<file path="src/rtl/alu_seq.sv">
// Multi-cycle ALU: single-cycle arithmetic/logic ops, iterative shift-add multiply
// and bit-serial shifts, with valid/ready handshakes on both sides.
module alu_seq #(
   parameter int WIDTH = 8,
   parameter int SW    = $clog2(WIDTH)
) (
   input  logic             clk,
   input  logic             rst_n,
   input  logic             in_valid,
   output logic             in_ready,
   input  logic [2:0]       opcode,
   input  logic [WIDTH-1:0] a,
   input  logic [WIDTH-1:0] b,
   input  logic             cin,
   output logic             out_valid,
   input  logic             out_ready,
   output logic [WIDTH-1:0] result,
   output logic [WIDTH-1:0] result_hi,
   output logic             flag_c,
   output logic             flag_z,
   output logic             flag_n,
   output logic             flag_v,
   output logic             busy
);

   // Handshake: an operation transfers in on a rising edge where in_valid && in_ready,
   // and a result transfers out on a rising edge where out_valid && out_ready; neither
   // ready depends combinationally on the other side's valid.

   localparam logic [2:0] OP_ADD = 3'd0;
   localparam logic [2:0] OP_SUB = 3'd1;
   localparam logic [2:0] OP_AND = 3'd2;
   localparam logic [2:0] OP_OR  = 3'd3;
   localparam logic [2:0] OP_XOR = 3'd4;
   localparam logic [2:0] OP_MUL = 3'd5;
   localparam logic [2:0] OP_SHL = 3'd6;
   localparam logic [SW:0] CNT_ONE = {{SW{1'b0}}, 1'b1};

   typedef enum logic [1:0] {S_IDLE = 2'd0, S_BUSY = 2'd1, S_DONE = 2'd2} state_t;

   state_t           state_q, state_d;
   logic [2:0]       op_q, op_d;
   logic [WIDTH-1:0] mcand_q, mcand_d;
   logic [WIDTH-1:0] hi_q, hi_d;
   logic [WIDTH-1:0] lo_q, lo_d;
   logic [SW:0]      cnt_q, cnt_d;
   logic [WIDTH-1:0] result_q, result_d;
   logic [WIDTH-1:0] result_hi_q, result_hi_d;
   logic             flag_c_q, flag_c_d;
   logic             flag_z_q, flag_z_d;
   logic             flag_n_q, flag_n_d;
   logic             flag_v_q, flag_v_d;
   logic             in_ready_q, in_ready_d;
   logic             out_valid_q, out_valid_d;
   logic             busy_q, busy_d;

   logic [WIDTH:0]   add_sum;
   logic [WIDTH:0]   sub_sum;
   logic [WIDTH:0]   mul_sum;
   logic [WIDTH-1:0] mul_hi_next;
   logic [WIDTH-1:0] mul_lo_next;
   logic [WIDTH-1:0] sh_next;
   logic             sh_out;

   assign add_sum = {1'b0, a} + {1'b0, b} + {{WIDTH{1'b0}}, cin};
   assign sub_sum = {1'b0, a} + {1'b0, ~b} + {{WIDTH{1'b0}}, 1'b1};

   // hi:lo is the running product; lo starts as the multiplier and is consumed LSB first.
   assign mul_sum     = {1'b0, hi_q} + (lo_q[0] ? {1'b0, mcand_q} : {(WIDTH+1){1'b0}});
   assign mul_hi_next = mul_sum[WIDTH:1];
   assign mul_lo_next = {mul_sum[0], lo_q[WIDTH-1:1]};

   assign sh_out  = (op_q == OP_SHL) ? lo_q[WIDTH-1] : lo_q[0];
   assign sh_next = (op_q == OP_SHL) ? {lo_q[WIDTH-2:0], 1'b0} : {1'b0, lo_q[WIDTH-1:1]};

   always_comb begin
      state_d     = state_q;
      op_d        = op_q;
      mcand_d     = mcand_q;
      hi_d        = hi_q;
      lo_d        = lo_q;
      cnt_d       = cnt_q;
      result_d    = result_q;
      result_hi_d = result_hi_q;
      flag_c_d    = flag_c_q;
      flag_z_d    = flag_z_q;
      flag_n_d    = flag_n_q;
      flag_v_d    = flag_v_q;

      case (state_q)
         S_IDLE: begin
            if (in_valid) begin
               op_d    = opcode;
               mcand_d = a;
               hi_d    = '0;
               lo_d    = a;
               state_d = S_DONE;
               case (opcode)
                  OP_ADD: begin
                     result_d = add_sum[WIDTH-1:0];
                     flag_c_d = add_sum[WIDTH];
                     flag_v_d = (a[WIDTH-1] == b[WIDTH-1]) && (add_sum[WIDTH-1] != a[WIDTH-1]);
                  end
                  OP_SUB: begin
                     result_d = sub_sum[WIDTH-1:0];
                     flag_c_d = sub_sum[WIDTH];
                     flag_v_d = (a[WIDTH-1] != b[WIDTH-1]) && (sub_sum[WIDTH-1] != a[WIDTH-1]);
                  end
                  OP_AND, OP_OR, OP_XOR: begin
                     result_d = (opcode == OP_AND) ? (a & b) :
                                (opcode == OP_OR)  ? (a | b) : (a ^ b);
                     flag_c_d = 1'b0;
                     flag_v_d = 1'b0;
                  end
                  OP_MUL: begin
                     lo_d    = b;
                     cnt_d   = (SW+1)'(WIDTH);
                     state_d = S_BUSY;
                  end
                  default: begin
                     if (b[SW-1:0] == '0) begin
                        result_d = a;
                        flag_c_d = 1'b0;
                        flag_v_d = 1'b0;
                     end else begin
                        cnt_d   = {1'b0, b[SW-1:0]};
                        state_d = S_BUSY;
                     end
                  end
               endcase
               if (state_d == S_DONE) begin
                  result_hi_d = '0;
                  flag_z_d    = (result_d == '0);
                  flag_n_d    = result_d[WIDTH-1];
               end
            end
         end
         S_BUSY: begin
            cnt_d = cnt_q - CNT_ONE;
            if (op_q == OP_MUL) begin
               hi_d = mul_hi_next;
               lo_d = mul_lo_next;
            end else begin
               lo_d = sh_next;
            end
            // Outputs are only touched on the final step so partial values never show.
            if (cnt_q == CNT_ONE) begin
               state_d  = S_DONE;
               flag_v_d = 1'b0;
               if (op_q == OP_MUL) begin
                  result_d    = mul_lo_next;
                  result_hi_d = mul_hi_next;
                  flag_c_d    = |mul_hi_next;
                  flag_z_d    = ({mul_hi_next, mul_lo_next} == '0);
                  flag_n_d    = mul_lo_next[WIDTH-1];
               end else begin
                  result_d    = sh_next;
                  result_hi_d = '0;
                  flag_c_d    = sh_out;
                  flag_z_d    = (sh_next == '0);
                  flag_n_d    = sh_next[WIDTH-1];
               end
            end
         end
         S_DONE: begin
            if (out_ready) begin
               state_d = S_IDLE;
            end
         end
         default: begin
            state_d = S_IDLE;
         end
      endcase

      in_ready_d  = (state_d == S_IDLE);
      out_valid_d = (state_d == S_DONE);
      busy_d      = (state_d != S_IDLE);
   end

   always_ff @(posedge clk or negedge rst_n) begin
      if (!rst_n) begin
         state_q     <= S_IDLE;
         op_q        <= OP_ADD;
         mcand_q     <= '0;
         hi_q        <= '0;
         lo_q        <= '0;
         cnt_q       <= '0;
         result_q    <= '0;
         result_hi_q <= '0;
         flag_c_q    <= 1'b0;
         flag_z_q    <= 1'b0;
         flag_n_q    <= 1'b0;
         flag_v_q    <= 1'b0;
         in_ready_q  <= 1'b1;
         out_valid_q <= 1'b0;
         busy_q      <= 1'b0;
      end else begin
         state_q     <= state_d;
         op_q        <= op_d;
         mcand_q     <= mcand_d;
         hi_q        <= hi_d;
         lo_q        <= lo_d;
         cnt_q       <= cnt_d;
         result_q    <= result_d;
         result_hi_q <= result_hi_d;
         flag_c_q    <= flag_c_d;
         flag_z_q    <= flag_z_d;
         flag_n_q    <= flag_n_d;
         flag_v_q    <= flag_v_d;
         in_ready_q  <= in_ready_d;
         out_valid_q <= out_valid_d;
         busy_q      <= busy_d;
      end
   end

   assign in_ready  = in_ready_q;
   assign out_valid = out_valid_q;
   assign busy      = busy_q;
   assign result    = result_q;
   assign result_hi = result_hi_q;
   assign flag_c    = flag_c_q;
   assign flag_z    = flag_z_q;
   assign flag_n    = flag_n_q;
   assign flag_v    = flag_v_q;

endmodule

</file>
<file path="config.mk">
export PLATFORM = sky130hd
export DESIGN_NAME = alu_seq
export DESIGN_NICKNAME = d
export VERILOG_FILES = /design/src/rtl/alu_seq.sv
export SDC_FILE = /design/constraint.sdc
export NUM_CORES = 1
export LEC_CHECK = 0
export BUFFER_PORTS_ARGS = -buffer_cell sky130_fd_sc_hd__buf_4
export CAP_MARGIN = 5
export CELL_PAD_IN_SITES_DETAIL_PLACEMENT = 0
export CELL_PAD_IN_SITES_GLOBAL_PLACEMENT = 1
export CORE_MARGIN = 5
export CORE_UTILIZATION = 45
export CTS_CLUSTER_DIAMETER = 50
export DETAILED_ROUTE_END_ITERATION = 16
export PLACE_DENSITY = 0.87
export SETUP_SLACK_MARGIN = 0.15
export SYNTH_ARGS = -nofsm -noshare
export SYNTH_HDL_FRONTEND = slang
export SYNTH_SLANG_ARGS = --single-unit
</file>
<file path="constraint.sdc">
create_clock -name clk -period 3.6 [get_ports clk]
set_input_delay 0.36 -clock clk [delete_from_list [all_inputs] [get_ports clk]]
set_output_delay 0.36 -clock clk [all_outputs]
set_load 0.01 [all_outputs]
</file>
==> summary.md <==
| Metric | Value |
|---|---|
| Status | completed |
| H-tree levels | 2 |
| EDFF count, synth | 0 |
| Worst Path Required | about 3.8 ns |
| Die width | between 100 and 150 um |
| TritonRoute pass-1 iters | 4 |
| Avg Synthesized Cell Area | 8.36 um2 |
| Most common flop cell mapped by yosys | dfrtp_1 |
| Antenna Nets Post-Route | 0 |
| Clk slew on worst S/H paths | roughly 0.1 ns |
| Final min period | 2.92 ns |
| Reg2Reg Setup Slack | between 0.6 and 0.7 ns |
| PnR worst setup slack | 0.679 ns |
| Share of layout cells above drive strength 1 | 0.158 |
| Drt wl/cell | between 15 and 20 um |
| Synth warnings | 0 |
| CTS root buffer | clkbuf_8 |
| Tcrit/Tclk final | 0.811 |
| # rows | 37 |
| Worst r2r dst | flag_c |
| Total core area | 10200 um2 |
| Global-route wire length before repair | ~22000 um |
| Fillers | around 990 |
| DRC | 0 |
| Starting Density | 0.454 |
| Gr ovfl total | 0 |
| CTS tree | done |
| Adder-Cell Fraction of Synth Area | 0.115 |
| Pwr dens | between 500 and 600 nW/um2 |
| Most common cell in the netlist | nand2_1 |
| Leading area contributor after synthesis | dfrtp_1 |
| Largest family of logic cells by synthesized area | compound AO/OA/AOI/OAI gates |
| HPWL after detailed placement | around 9700 um |
| Die height | about 110 um |
| Antenna violations before repair | 0 |
| LEAKAGE | about 0.0023 uW |
| Vias in the first global route | 4247 |
| Slew Limit Fails | 0 |
| I/O Pins | 47 |
| Top cell type's share of synthesized area | 0.298 |
| Setup violators final | 0 |
| XOR/XNOR share of the synthesized area | 0.00758 |
| Max Cap Viol | 0 |
| Max Fclk | about 0.34 GHz |
| Maximum number of pins on one net before global-route repair | 57 |
| Num CTS Buffers | 5 |
| Core Util, Final | 0.503 |
| Clk buf depth | 2 |
| Post-DR vias/cell | 5.94 |
| Vias | 4257 |
| VDD IR max | 0.280 mV |
| Setup TNS | 0 ns |
| Die ar. | between 10000 and 15000 um2 |
| Synth Net Count | between 600 and 700 |
| Cell count after synthesis | between 500 and 600 |
| Start of the worst register-to-register path | lo_q[0] |
| DRT iter0 DRCs | ~220 |
| CP max FO | 13 |
| Async SR Flop Fraction | 1.00 |
| Clk_skew | roughly 0.0086 ns |
| Worst Max-Slew Pin Slew | around 1.0 ns |
| Final hold slack | roughly 0.094 ns |
| Detailed Route WL | between 10000 and 15000 um |
| Cell count after placement | between 700 and 800 |
| Compound-Gate Fraction of Synth Area | 0.244 |
| Post-synth top cells | nand2_1, dfrtp_1, o21ai_0 |
| Synth-to-Final Area Change | 10.9% |
| Seq cells post-synth | 56 |
| Mux cell area share after synthesis | 0.0704 |
| Antenna Cells | 0 |
| Clk_lat worst skew | a little over 0.3 ns |
| Synth area leaders | dfrtp_1, ha_1, o21ai_0 |
| Min-delay worst type | primary input to async pin |
| RSZ-0062 raised after global routing | false |
| GPL Wtd Cong | roughly 0.93 |
| Setup crit end kind | flop |
| Final hold violations | 0 |
| Port bufs | 46 |
| Layout Cells excl Fill | around 700 |
| Seq/Total Area, Yosys | 0.303 |
| CP Class | flop to flop |
| Layout Nets | 644 |
| Post-CTS resize count | 0 |
| Netlist cell types | 70 |
| Post-synthesis instance area | between 4000 and 5000 um2 |
| Worst reg2reg path depth | 11 |
| Headroom to the max-slew limit | 0.319 |
| Pre-CTS WS | 0.625 ns |
| Post-CTS Setup Repair Bufs | 0 |
| Post-Synth Simple-Gate Area | 0.201 |
| GR Util All Layers | 0.211 |
| Hold-fix buffers, CTS | 0 |
| Clk sink count | 56 |
| Arr. time, crit path | about 3.1 ns |
| Critical Path Start Type | flop |
[kinds of logic after synthesis]
group | Yosys count
muxes | 28
adders and majority gates | 40
buffers and inverters | 67
xor gates and xnor gates | 4
AOI/OAI and AO/OA | 173
DFF | 56
and+or+nand+nor | 185
[metal layers]
layer	wire length, um	track usage	vias to the layer above
met5	0	0	-
met4	222	0.0657	0
met3	840	0.0380	19
met2	6160	0.345	143
met1	5900	0.286	2056
li1	-	-	2039
[critical path, cell delays in order, from the launching register on]
cell,delay (ns)
dfrtp_1,0.57
and2_1,0.19
ha_1,0.18
inv_1,0.06
fa_1,0.41
nand2b_1,0.18
a21o_1,0.19
a311oi_1,0.36
nand4_1,0.13
a211oi_1,0.28
nor2_1,0.07
o22a_1,0.19
[worst max-delay path by stage]
stage	cells after the start	to	from	slack (ns)
finish	11	flag_c	lo_q[0]	0.68
global route	11	flag_c	lo_q[0]	0.36
CTS	11	flag_c	lo_q[0]	0.69
detailed placement	10	flag_z	b[1]	0.62
global placement	10	flag_z	b[1]	0.78
floorplan	12	flag_c	lo_q[0]	0.96
[state kept, by name (all words and copies together), names as in the netlist]
signal     flops
mcand_q        8
flag_z         1
result_hi      8
cnt_q          4
out_valid      1
flag_v         1
state_q        2
flag_n         1
result         8
in_ready       1
op_q           3
lo_q           8
busy           1
hi_q           8
flag_c         1
[layout by cell type (no fill, tap or decap), types with 3 or more instances in the layout]
master,instances
a211oi_1,10
a21o_1,11
a21oi_1,36
a31oi_1,7
and2_1,8
and3_1,3
buf_4,51
clkbuf_8,5
dfrtp_1,55
fa_1,4
ha_1,36
inv_1,35
mux2_2,16
mux2i_1,10
nand2_1,64
nand2b_1,11
nand3_1,14
nand3b_1,4
nand4_1,4
nor2_1,33
nor2b_1,12
nor3_1,4
nor3b_1,3
nor4_1,5
nor4b_1,3
o211ai_1,13
o21a_1,6
o21ai_0,51
o31ai_1,8
or2_2,3
or3_1,7
[stage by stage]
step | instance area [um2] | total power, uW
after floorplan | 4620 | 2190
after global placement | 5040 | 2680
after detailed placement | 5040 | 2730
after CTS | 5130 | 3080
after global routing | 5130 | 3320
final | 5130 | 3070
[final cells by class]
cell class | instances | area, um2 | share of cell area
repair buffers | 51 | 383 | 0.0747
clock buffers | 6 | 72.6 | 0.0142
well taps | 136 | 170 | 0.0332
clock inverters | 2 | 12.5 | 0.00244
inverters | 36 | 135 | 0.0264
multi-input cells | 430 | 2950 | 0.576
flip-flops and latches | 56 | 1400 | 0.274
[where the power goes]
part / internal [uW] / total (uW) / switching, uW / leakage [uW]
combinational: 714 / 1580 / 862 / 0.00160
clock: 137 / 349 / 212 / 0.0000412
sequential: 876 / 1150 / 270 / 0.000697
(Power assumes the default switching activity.)
